## config.mk

```make
export PLATFORM = sky130hd
export DESIGN_NAME = reset_sequencer_flat
export DESIGN_NICKNAME = d
export VERILOG_FILES = /design/src/rtl/reset_sequencer_if.sv /design/src/rtl/reset_sequencer.sv /design/src/flat_wrapper.sv
export SDC_FILE = /design/constraint.sdc
export NUM_CORES = 1
export LEC_CHECK = 0
export ABC_CLOCK_PERIOD_IN_PS = 7300
export BUFFER_PORTS_ARGS = -buffer_cell sky130_fd_sc_hd__buf_2
export CAP_MARGIN = 20
export CELL_PAD_IN_SITES_DETAIL_PLACEMENT = 1
export CELL_PAD_IN_SITES_GLOBAL_PLACEMENT = 1
export CORE_MARGIN = 3
export CORE_UTILIZATION = 51
export CTS_BUF_LIST = sky130_fd_sc_hd__clkbuf_4 sky130_fd_sc_hd__clkbuf_8
export CTS_CLUSTER_SIZE = 25
export DETAILED_ROUTE_END_ITERATION = 16
export PLACE_DENSITY_LB_ADDON = 0.15
export SYNTH_ARGS = -nofsm -noshare
export SYNTH_HDL_FRONTEND = slang
export SYNTH_SLANG_ARGS = --single-unit
```

## constraint.sdc

```tcl
create_clock -name clk_100mhz -period 7.3 [get_ports clk_100mhz]
set_clock_uncertainty 0.15 [all_clocks]
set_input_delay 0.73 -clock clk_100mhz [delete_from_list [all_inputs] [get_ports clk_100mhz]]
set_output_delay 0.73 -clock clk_100mhz [all_outputs]
set_load 0.01 [all_outputs]
```

## src/rtl/reset_sequencer_if.sv

```systemverilog
// Soft-reset request/ack and per-domain reset bundle for reset_sequencer.
// soft_cnt exists only when RST_SEQ_SOFT_COUNT_EN is defined.
interface reset_sequencer_if #(
  parameter int N_STAGES = 3
);
  logic                soft_req;
  logic [N_STAGES-1:0] soft_mask;
  logic                soft_ack;
  logic [N_STAGES-1:0] stage_rst;
  logic                all_ready;
  logic [1:0]          state_o;
`ifdef RST_SEQ_SOFT_COUNT_EN
  logic [7:0]          soft_cnt;

  // master = soft-reset requester / reset consumer, slave = sequencer
  modport master (
    output soft_req, soft_mask,
    input  soft_ack, stage_rst, all_ready, state_o, soft_cnt
  );
  modport slave (
    input  soft_req, soft_mask,
    output soft_ack, stage_rst, all_ready, state_o, soft_cnt
  );
`else
  modport master (
    output soft_req, soft_mask,
    input  soft_ack, stage_rst, all_ready, state_o
  );
  modport slave (
    input  soft_req, soft_mask,
    output soft_ack, stage_rst, all_ready, state_o
  );
`endif
endinterface

```

## src/rtl/reset_sequencer.sv

```systemverilog
// Staged per-domain reset release with soft re-reset of a stage subset.
// Optional completed-request counter enabled by RST_SEQ_SOFT_COUNT_EN.
module reset_sequencer #(
  parameter int N_STAGES    = 3,
  parameter int HOLD_CYCLES = 16,
  parameter int STAGE_GAP   = 1000,
  parameter int CNT_W       = 24
) (
  input  logic             clk_100mhz,
  input  logic             rst,
  reset_sequencer_if.slave bus
);

  typedef enum logic [1:0] {
    S_HOLD    = 2'd0,
    S_RELEASE = 2'd1,
    S_RUN     = 2'd2,
    S_SOFT    = 2'd3
  } state_e;

  localparam logic [CNT_W-1:0] HOLD_LAST = CNT_W'(HOLD_CYCLES - 1);
  localparam logic [CNT_W-1:0] GAP_LAST  = CNT_W'(STAGE_GAP - 1);

  state_e              state_q, state_d;
  logic [CNT_W-1:0]    cnt_q, cnt_d;
  logic [N_STAGES-1:0] stage_rst_q, stage_rst_d;
  logic [N_STAGES-1:0] pend_q, pend_d;
  logic                first_q, first_d;
  logic                ack_q, ack_d;
  logic [N_STAGES-1:0] rel_low, pend_low;

  // Lowest set bit: next stage to release in power-up and soft sequences.
  assign rel_low  = stage_rst_q & (~stage_rst_q + N_STAGES'(1));
  assign pend_low = pend_q & (~pend_q + N_STAGES'(1));

  always_ff @(posedge clk_100mhz) begin
    if (rst) begin
      state_q     <= S_HOLD;
      cnt_q       <= '0;
      stage_rst_q <= '1;
      pend_q      <= '0;
      first_q     <= 1'b0;
      ack_q       <= 1'b0;
    end else begin
      state_q     <= state_d;
      cnt_q       <= cnt_d;
      stage_rst_q <= stage_rst_d;
      pend_q      <= pend_d;
      first_q     <= first_d;
      ack_q       <= ack_d;
    end
  end

  always_comb begin
    state_d     = state_q;
    cnt_d       = cnt_q;
    stage_rst_d = stage_rst_q;
    pend_d      = pend_q;
    first_d     = first_q;
    ack_d       = 1'b0;
    case (state_q)
      S_HOLD: begin
        if (cnt_q == HOLD_LAST) begin
          stage_rst_d = stage_rst_q & ~rel_low;
          cnt_d       = '0;
          state_d     = S_RELEASE;
        end else begin
          cnt_d = cnt_q + 1'b1;
        end
      end
      S_RELEASE: begin
        if (stage_rst_q == '0) begin
          cnt_d   = '0;
          state_d = S_RUN;
        end else if (cnt_q == GAP_LAST) begin
          stage_rst_d = stage_rst_q & ~rel_low;
          cnt_d       = '0;
        end else begin
          cnt_d = cnt_q + 1'b1;
        end
      end
      S_RUN: begin
        // Blocking on ack_q gives the requester one cycle to drop soft_req.
        if (bus.soft_req && !ack_q) begin
          if (bus.soft_mask == '0) begin
            ack_d = 1'b1;
          end else begin
            pend_d      = bus.soft_mask;
            stage_rst_d = stage_rst_q | bus.soft_mask;
            first_d     = 1'b1;
            cnt_d       = '0;
            state_d     = S_SOFT;
          end
        end
      end
      S_SOFT: begin
        if (pend_q == '0) begin
          ack_d   = 1'b1;
          cnt_d   = '0;
          state_d = S_RUN;
        end else if (cnt_q == (first_q ? HOLD_LAST : GAP_LAST)) begin
          stage_rst_d = stage_rst_q & ~pend_low;
          pend_d      = pend_q & ~pend_low;
          first_d     = 1'b0;
          cnt_d       = '0;
        end else begin
          cnt_d = cnt_q + 1'b1;
        end
      end
      default: state_d = S_HOLD;
    endcase
  end

  assign bus.stage_rst = stage_rst_q;
  assign bus.soft_ack  = ack_q;
  assign bus.all_ready = (state_q == S_RUN);
  assign bus.state_o   = state_q;

`ifdef RST_SEQ_SOFT_COUNT_EN
  logic [7:0] soft_cnt_q;

  always_ff @(posedge clk_100mhz) begin
    if (rst)                               soft_cnt_q <= '0;
    else if (ack_d && soft_cnt_q != 8'hFF) soft_cnt_q <= soft_cnt_q + 8'd1;
  end

  assign bus.soft_cnt = soft_cnt_q;
`endif

endmodule

```

## src/flat_wrapper.sv

```systemverilog
// flat-port wrapper written by rule: the top's interface ports become plain ports
module reset_sequencer_flat 
#(
  parameter int N_STAGES    = 3,
  parameter int HOLD_CYCLES = 16,
  parameter int STAGE_GAP   = 1000,
  parameter int CNT_W       = 24
)
  (clk_100mhz, rst, bus_soft_req, bus_soft_mask, bus_soft_ack, bus_stage_rst, bus_all_ready, bus_state_o);
  reset_sequencer_if #(.N_STAGES(N_STAGES)) bus_i ();
  input  logic clk_100mhz;
  input  logic rst;
  input wire logic [$bits(bus_i.soft_req)-1:0] bus_soft_req;
  input wire logic [$bits(bus_i.soft_mask)-1:0] bus_soft_mask;
  output wire logic [$bits(bus_i.soft_ack)-1:0] bus_soft_ack;
  output wire logic [$bits(bus_i.stage_rst)-1:0] bus_stage_rst;
  output wire logic [$bits(bus_i.all_ready)-1:0] bus_all_ready;
  output wire logic [$bits(bus_i.state_o)-1:0] bus_state_o;
  assign bus_i.soft_req = bus_soft_req;
  assign bus_i.soft_mask = bus_soft_mask;
  assign bus_soft_ack = bus_i.soft_ack;
  assign bus_stage_rst = bus_i.stage_rst;
  assign bus_all_ready = bus_i.all_ready;
  assign bus_state_o = bus_i.state_o;
  reset_sequencer #(.N_STAGES(N_STAGES), .HOLD_CYCLES(HOLD_CYCLES), .STAGE_GAP(STAGE_GAP), .CNT_W(CNT_W)) u_core (.clk_100mhz(clk_100mhz), .rst(rst), .bus(bus_i));
endmodule
```

==> results of run 1 <==
==> sequential cells by signal, indices dropped and copies added (netlist names) <==
register	flops
u_core.pend_q	3
u_core.cnt_q	24
u_core.bus.state_o	2
u_core.bus.stage_rst	3
u_core.first_q	1
u_core.bus.soft_ack	1
==> cells in the final DEF (no fill, tap or decap), drive strengths merged, types with 3 or more instances in the layout <==
cell type and instances:
a21oi 7, and2 3, and3 4, and4 3, buf 13, clkbuf 7
dfxtp 34, inv 8, nand2 16, nand3 8, nand4 8, nor2 29
nor3 10, nor4 13, o21ai 5, o31ai 4, or4 6, xnor2 17
xor2 5
==> kinds of logic (layout without fill, tap and decap cells) <==
family                     Yosys count  count (layout)
AOI/OAI and AO/OA                   35              35
xor gates and xnor gates            22              22
adders and majority gates            1               1
buffers and inverters               19              29
DFF                                 34              34
muxes                                1               1
and+or+nand+nor                    111             111
==> synth_stat cells (all sizes together) (2+ instances only) <==
| library cell | instances |
|---|---|
| a32o | 2 |
| nor4b | 2 |
| nand4 | 8 |
| nand2 | 16 |
| o32ai | 2 |
| xnor2 | 17 |
| nand3 | 8 |
| clkbuf | 7 |
| nor3 | 10 |
| a21oi | 7 |
| nand2b | 2 |
| or4 | 6 |
| nor3b | 2 |
| buf | 4 |
| nor4 | 13 |
| and3 | 4 |
| and2 | 3 |
| and4 | 3 |
| xor2 | 5 |
| inv | 8 |
| nor2 | 29 |
| dfxtp | 34 |
| o21ai | 5 |
| o31ai | 4 |
| or3 | 2 |
==> how the worst max path moves through the flow <==
stage                                   to  slack, ns  cells past startpoint
after floorplan           u_core.cnt_q[10]       4.95                      6
after global placement     u_core.cnt_q[5]       4.31                      5
after detailed placement  u_core.cnt_q[14]       4.12                      5
after CTS                 u_core.cnt_q[14]       4.11                      5
after global routing      u_core.cnt_q[14]       4.46                      6
final                     u_core.cnt_q[14]       4.59                      6
==> critical path: cells and delay by family (launching register included) <==
kind                   cells  cell delay, ns
AND/OR/NAND/NOR            3            1.07
AO/OA/AOI/OAI              2            0.75
buffers and inverters      1            0.25
flip-flops                 1            0.38
==> power by group through the flow <==
stage	logic (W)	clock network (W)	registers, W
2_1_floorplan	0.00000824	0	0.000192
3_3_place_gp	0.0000101	0	0.000193
6_report	0.0000116	0.000112	0.000189
4_1_cts	0.0000108	0.000115	0.000189
3_5_place_dp	0.0000107	0	0.000193
5_1_grt	0.0000127	0.000123	0.000189
==> layer usage <==
layer | part of all wire (%) | vias up | wire length, µm
met4 | 2.2 | 0 | 112
met5 | 0 | - | 0
met1 | 46 | 837 | 2330
met2 | 48 | 33 | 2410
met3 | 3.3 | 12 | 168
li1 | - | 838 | -
==> stage by stage <==
stage               worst slack, ns  std cells  util, %  cell area [µm²]
floorplan                      4.95        223        -             1860
global placement               4.31        270     56.3             1920
detailed placement             4.12        270     56.3             1920
CTS                            4.11        278     58.2             1990
global route                   4.46        279     58.5             2000
finish                         4.59        279     58.5             2000
==> cell type report <==
| cell class | count | share of cell area (%) |
|---|---|---|
| tap | 46 | 2.88 |
| sequential | 34 | 34.1 |
| timing repair buffer | 13 | 3.57 |
| clock inverter | 1 | 0.250 |
| multi-input combinational | 170 | 54.8 |
| clock buffer | 7 | 2.94 |
| inverter | 8 | 1.50 |
==> qor.csv, run 1 <==
metric;value;unit
status;complete, no violations;
cts_buffer_depth;2;
grt_usage;25.0;%
synth-edff-count;0;
critical-path-slowest-cell;or4_1;
crit_path_max_incr_delay;0.60;ns
clk_latency;0.33;ns
drv_cap;0;
root_buffer;clkbuf_4;
multi_input_area;0.00109;mm²
power_leakage;0.663;nW
wirelength;5020;µm
fin_crit;2.71;ns
antenna_found_initial;0;
netlist_instances;223;
synth_compound_area_share;14.8;%
p_total;0.000313;W
max_freq;369;MHz
numCtsBuffers;5;
worst_hold_path.endpoint;u_core.cnt_q[1];
final_nets;239;
die_area;0.00441;mm²
yosysTopAreaCell;dfxtp_1;
yosysSeqAreaShare;36.5;%
hold_path.class;reg -> reg;
use_met1;32.4;%
firstDrtPassIters;4;
worstPathRequired;7.37;ns
die_height;66.4;µm
drc_errors;0;
cp-start-kind;flip-flop;
muxShareOfSynthArea;0.604;%
synth_warnings;0;
min_from;u_core.cnt_q[1];
die_w;66.4;µm
whs;0.361;ns
p_switching;0.0000711;W
r2r_start;u_core.cnt_q[13];
path_max_fanout;18;
post_cts_buffers;0;
fillers;427;
setup_viol;0;
post_cts_resized;0;
cts_tree;done;
drtAntennaViolNets;0;
cp_cell_sequence;or4_1 -> nor4_4 -> a31oi_2 -> o41ai_4 -> buf_6 -> nor2_1;
grtUsageMet3;5.44;%
io-pin-count;13;
r2r_slack;4.59;ns
initial_utilization;54.5;%
synth_top_family_by_area;simple AND/OR/NAND/NOR gates;
arrival;2.78;ns
grt-busiest-layer;met2;
grt_util_met2;40.1;%
clk_pin_slew;0.09;ns
synthesis.nets;230;
cts.sinks;34;
grt_pass1_wl;8520;µm
synth_ff_type;dfxtp_1;
ctsHoldBuffers;0;
num_rows;21;
p_sw_share;22.7;%
hold_viol;0;
synthArstFlopShare;0;%
seq_power_share;60.4;%
worst_pin_slew;0.881;ns
worstReg2RegEnd;u_core.cnt_q[14];
p_clk_share;35.9;%
holdPathStages;2;
coreArea;0.00342;mm²
seq_area;681;µm²
rsz0062_at_grt;false;
yosys.area_share.simple;32.3;%
grt.overflow.total;0;
numPortBuffers;12;
power_density;156;mW/mm²
drive_gt1_share;11.6;%
r2r_cells;6;
area_growth;7.25;%
drt_iter0_drc;126;
max_slew_margin;41.3;%
syn_area;0.00186;mm²
p_int;0.000242;W
critical_path.endpoint_type;flip-flop;
vias;1720;
combPwrFrac;3.7;%
report.final.slew_viol_count;0;
ys_types;50;
grt_pass1_vias;1742;
synth_top_area_share;36.5;%
dp_hpwl;3580;µm
post-route-period-util;37.1;%
fin_tns_setup;0;ns
max-vdd-ir-drop;98.0;µV
synth-seq-cells;34;
via_per_inst;6.16;
antenna_cells;0;
path_class;reg -> reg;
htree_levels;2;
gp_congestion;0.888;
grt_max_degree;24;
synth_fa_ha_area_share;0.672;%
synth.area.top_cells;dfxtp_1 (37%), xnor2_1 (8.0%), nor2_1 (5.8%);
startpoint;u_core.cnt_q[13];
synth-xor-area-share;10.3;%
avgSynthCellArea;8.35;µm²
routedWlPerCell;18.0;µm
(Power assumes the default switching activity.)
==> run 2, diff against run 1 <==
Settings changed: ABC_AREA set to 1, ABC_CLOCK_PERIOD_IN_PS 7300 to 2500, CORE_UTILIZATION 51 to 45.
Clock period 7.3 ns to 2.5 ns, I/O delays scaled along.
==> run 2 against run 1 <==
Sequential share of layout area is 3.5 points lower. Synthesized cell count is 38% higher. Combinational power rose to 15 times the previous value. Register-to-register slack lost 4.1 ns. Worst hold slack got worse by 0.27 ns. Global-route usage shrank 0.38 points. Critical endpoint is now u_core.cnt_q[17]. Utilization down 5.2 points. Flip-flop and latch count stayed put.
==> qor.csv, run 2 <==
metric;value;unit
rsz0062_at_grt;false;
report.final.slew_viol_count;0;
via_per_inst;5.45;
critical_path.endpoint_type;flip-flop;
routedWlPerCell;15.8;µm
drc_errors;0;
largest-register;u_core.cnt_q;
synth-seq-cells;34;
post-route-period-util;81.5;%
antenna_found_initial;0;
post_cts_resized;0;
dp_hpwl;4420;µm
layout_commonest_cell;nand2_1;
die_area;0.00537;mm²
ctsHoldBuffers;0;
vias;2032;
holdPathStages;2;
synth_top_area_share;33.4;%
dp_cells;365;
synth.area.top_cells;dfxtp_1 (33%), nand2_1 (12%), nor2_1 (12%);
final_cell_mix;nand2_1 (67), nor2_1 (65), dfxtp_1 (34);
clk_pin_slew;0.07;ns
yosysTopAreaCell;dfxtp_1;
coreArea;0.00417;mm²
cts_tree;done;
die_w;73.3;µm
fin_crit;2.04;ns
setup_viol;0;
r2r_slack;0.46;ns
drt_iter0_drc;111;
largest_reg_flops;24;
dpl-instance-area;0.00213;mm²
drive_gt1_share;12.7;%
drv_cap;0;
io-pin-count;13;
r2r_start;u_core.cnt_q[0];
avgSynthCellArea;6.64;µm²
antenna_cells;0;
ys_types;31;
worst_hold_path.endpoint;u_core.pend_q[1];
drtAntennaViolNets;0;
wirelength;5880;µm
path_max_fanout;17;
hold_viol;0;
grt_pass1_wl;10200;µm
status;complete, no violations;
yosysSeqAreaShare;33.4;%
fin_area;0.00222;mm²
clk_latency;0.29;ns
initial_utilization;48.8;%
grt_max_degree;18;
r2r_cells;8;
post-route-util;53.3;%
syn_area;0.00204;mm²
min_from;rst;
firstDrtPassIters;4;
path_class;reg -> reg;
synth_ff_type;dfxtp_1;
arrival;2.06;ns
worst_pin_slew;0.483;ns
grt_usage;24.6;%
gp_congestion;0.818;
numPortBuffers;12;
worstReg2RegEnd;u_core.cnt_q[17];
synthesis.nets;314;
root_buffer;clkbuf_8;
cts_buffer_depth;2;
netlist_instances;307;
numCtsBuffers;5;
final_cell_count_no_fill;373;
grt_pass1_vias;2115;
yosysMostFrequentCell;nand2_1;
final_nets;329;
area_growth;9.15;%
num_rows;23;
power_density;540;mW/mm²
post_cts_buffers;0;
max_slew_margin;67.7;%
cp-start-kind;flip-flop;
synth_common_cells;nand2_1 (67), nor2_1 (65), dfxtp_1 (34), nand3_1 (33), inv_1 (32);
die_height;73.3;µm
whs;0.0935;ns
worstPathRequired;2.52;ns
synth-edff-count;0;
max_freq;491;MHz
max-vdd-ir-drop;281;µV
cts.sinks;34;
synth_warnings;0;
hold_path.class;in -> reg;
grt.overflow.total;0;
htree_levels;2;
power_leakage;0.953;nW
fin_tns_setup;0;ns
synthArstFlopShare;0;%
-- run 2: critical path, cell delays in order (launching register included) --
cell     delay (ns)
dfxtp_1        0.39
ha_1           0.21
nand3_1        0.17
nor2_1         0.17
nand3_2        0.12
a21oi_4        0.25
nand3_4        0.16
nand2_4        0.21
nor2_1         0.09
-- run 2: logic make-up after synthesis --
family / Yosys count / share of synthesized area (%)
AO/OA/AOI/OAI: 22 / 6.45
XOR/XNOR: 12 / 5.16
adder cells (fa/ha/maj): 1 / 0.614
buffers and inverters: 39 / 7.98
flip-flops: 34 / 33.4
multiplexers: 1 / 0.491
AND/OR/NAND/NOR: 198 / 45.9
-- run 2: per-stage QoR --
step / total power (W) / setup slack (ns)
finish: 0.00120 / 0.462
global route: 0.00127 / 0.288
CTS: 0.00121 / 0.455
detailed placement: 0.000776 / 0.483
global placement: 0.000769 / 0.565
floorplan: 0.000728 / 0.688
-- run 2: layout make-up --
| class | instances | area, µm² |
|---|---|---|
| clock buffer | 7 | 90.1 |
| clock inverter | 1 | 5.00 |
| fill | 578 | 1950 |
| inverter | 35 | 131 |
| multi-input combinational | 234 | 1190 |
| sequential | 34 | 681 |
| tap | 50 | 62.6 |
| timing repair buffer | 12 | 60.1 |
-- run 2: per-layer routing --
layer / up-vias / track usage (%) / part of all wire (%)
met1: 979 / 31.2 / 45
met2: 30 / 42.7 / 50
met5: - / 0 / 0
li1: 1016 / - / -
met4: 0 / 6.84 / 1.2
met3: 7 / 4.51 / 3.2
-- run 2: power breakdown --
part | internal, W | switching [W] | leakage (nW)
combinational | 0.0000585 | 0.000113 | 0.626
clock | 0.000233 | 0.000202 | 0.0517
sequential | 0.000565 | 0.0000298 | 0.275
-- run 2: worst max-delay path by stage --
| stage | start | depth (start not counted) | slack, ns | endpoint |
|---|---|---|---|---|
| floorplan | u_core.cnt_q[0] | 9 | 0.69 | u_core.cnt_q[8] |
| global placement | u_core.cnt_q[0] | 8 | 0.56 | u_core.cnt_q[17] |
| detailed placement | u_core.cnt_q[0] | 8 | 0.48 | u_core.cnt_q[17] |
| CTS | u_core.cnt_q[0] | 8 | 0.45 | u_core.cnt_q[17] |
| global route | u_core.cnt_q[0] | 9 | 0.29 | u_core.cnt_q[22] |
| finish | u_core.cnt_q[0] | 8 | 0.46 | u_core.cnt_q[17] |
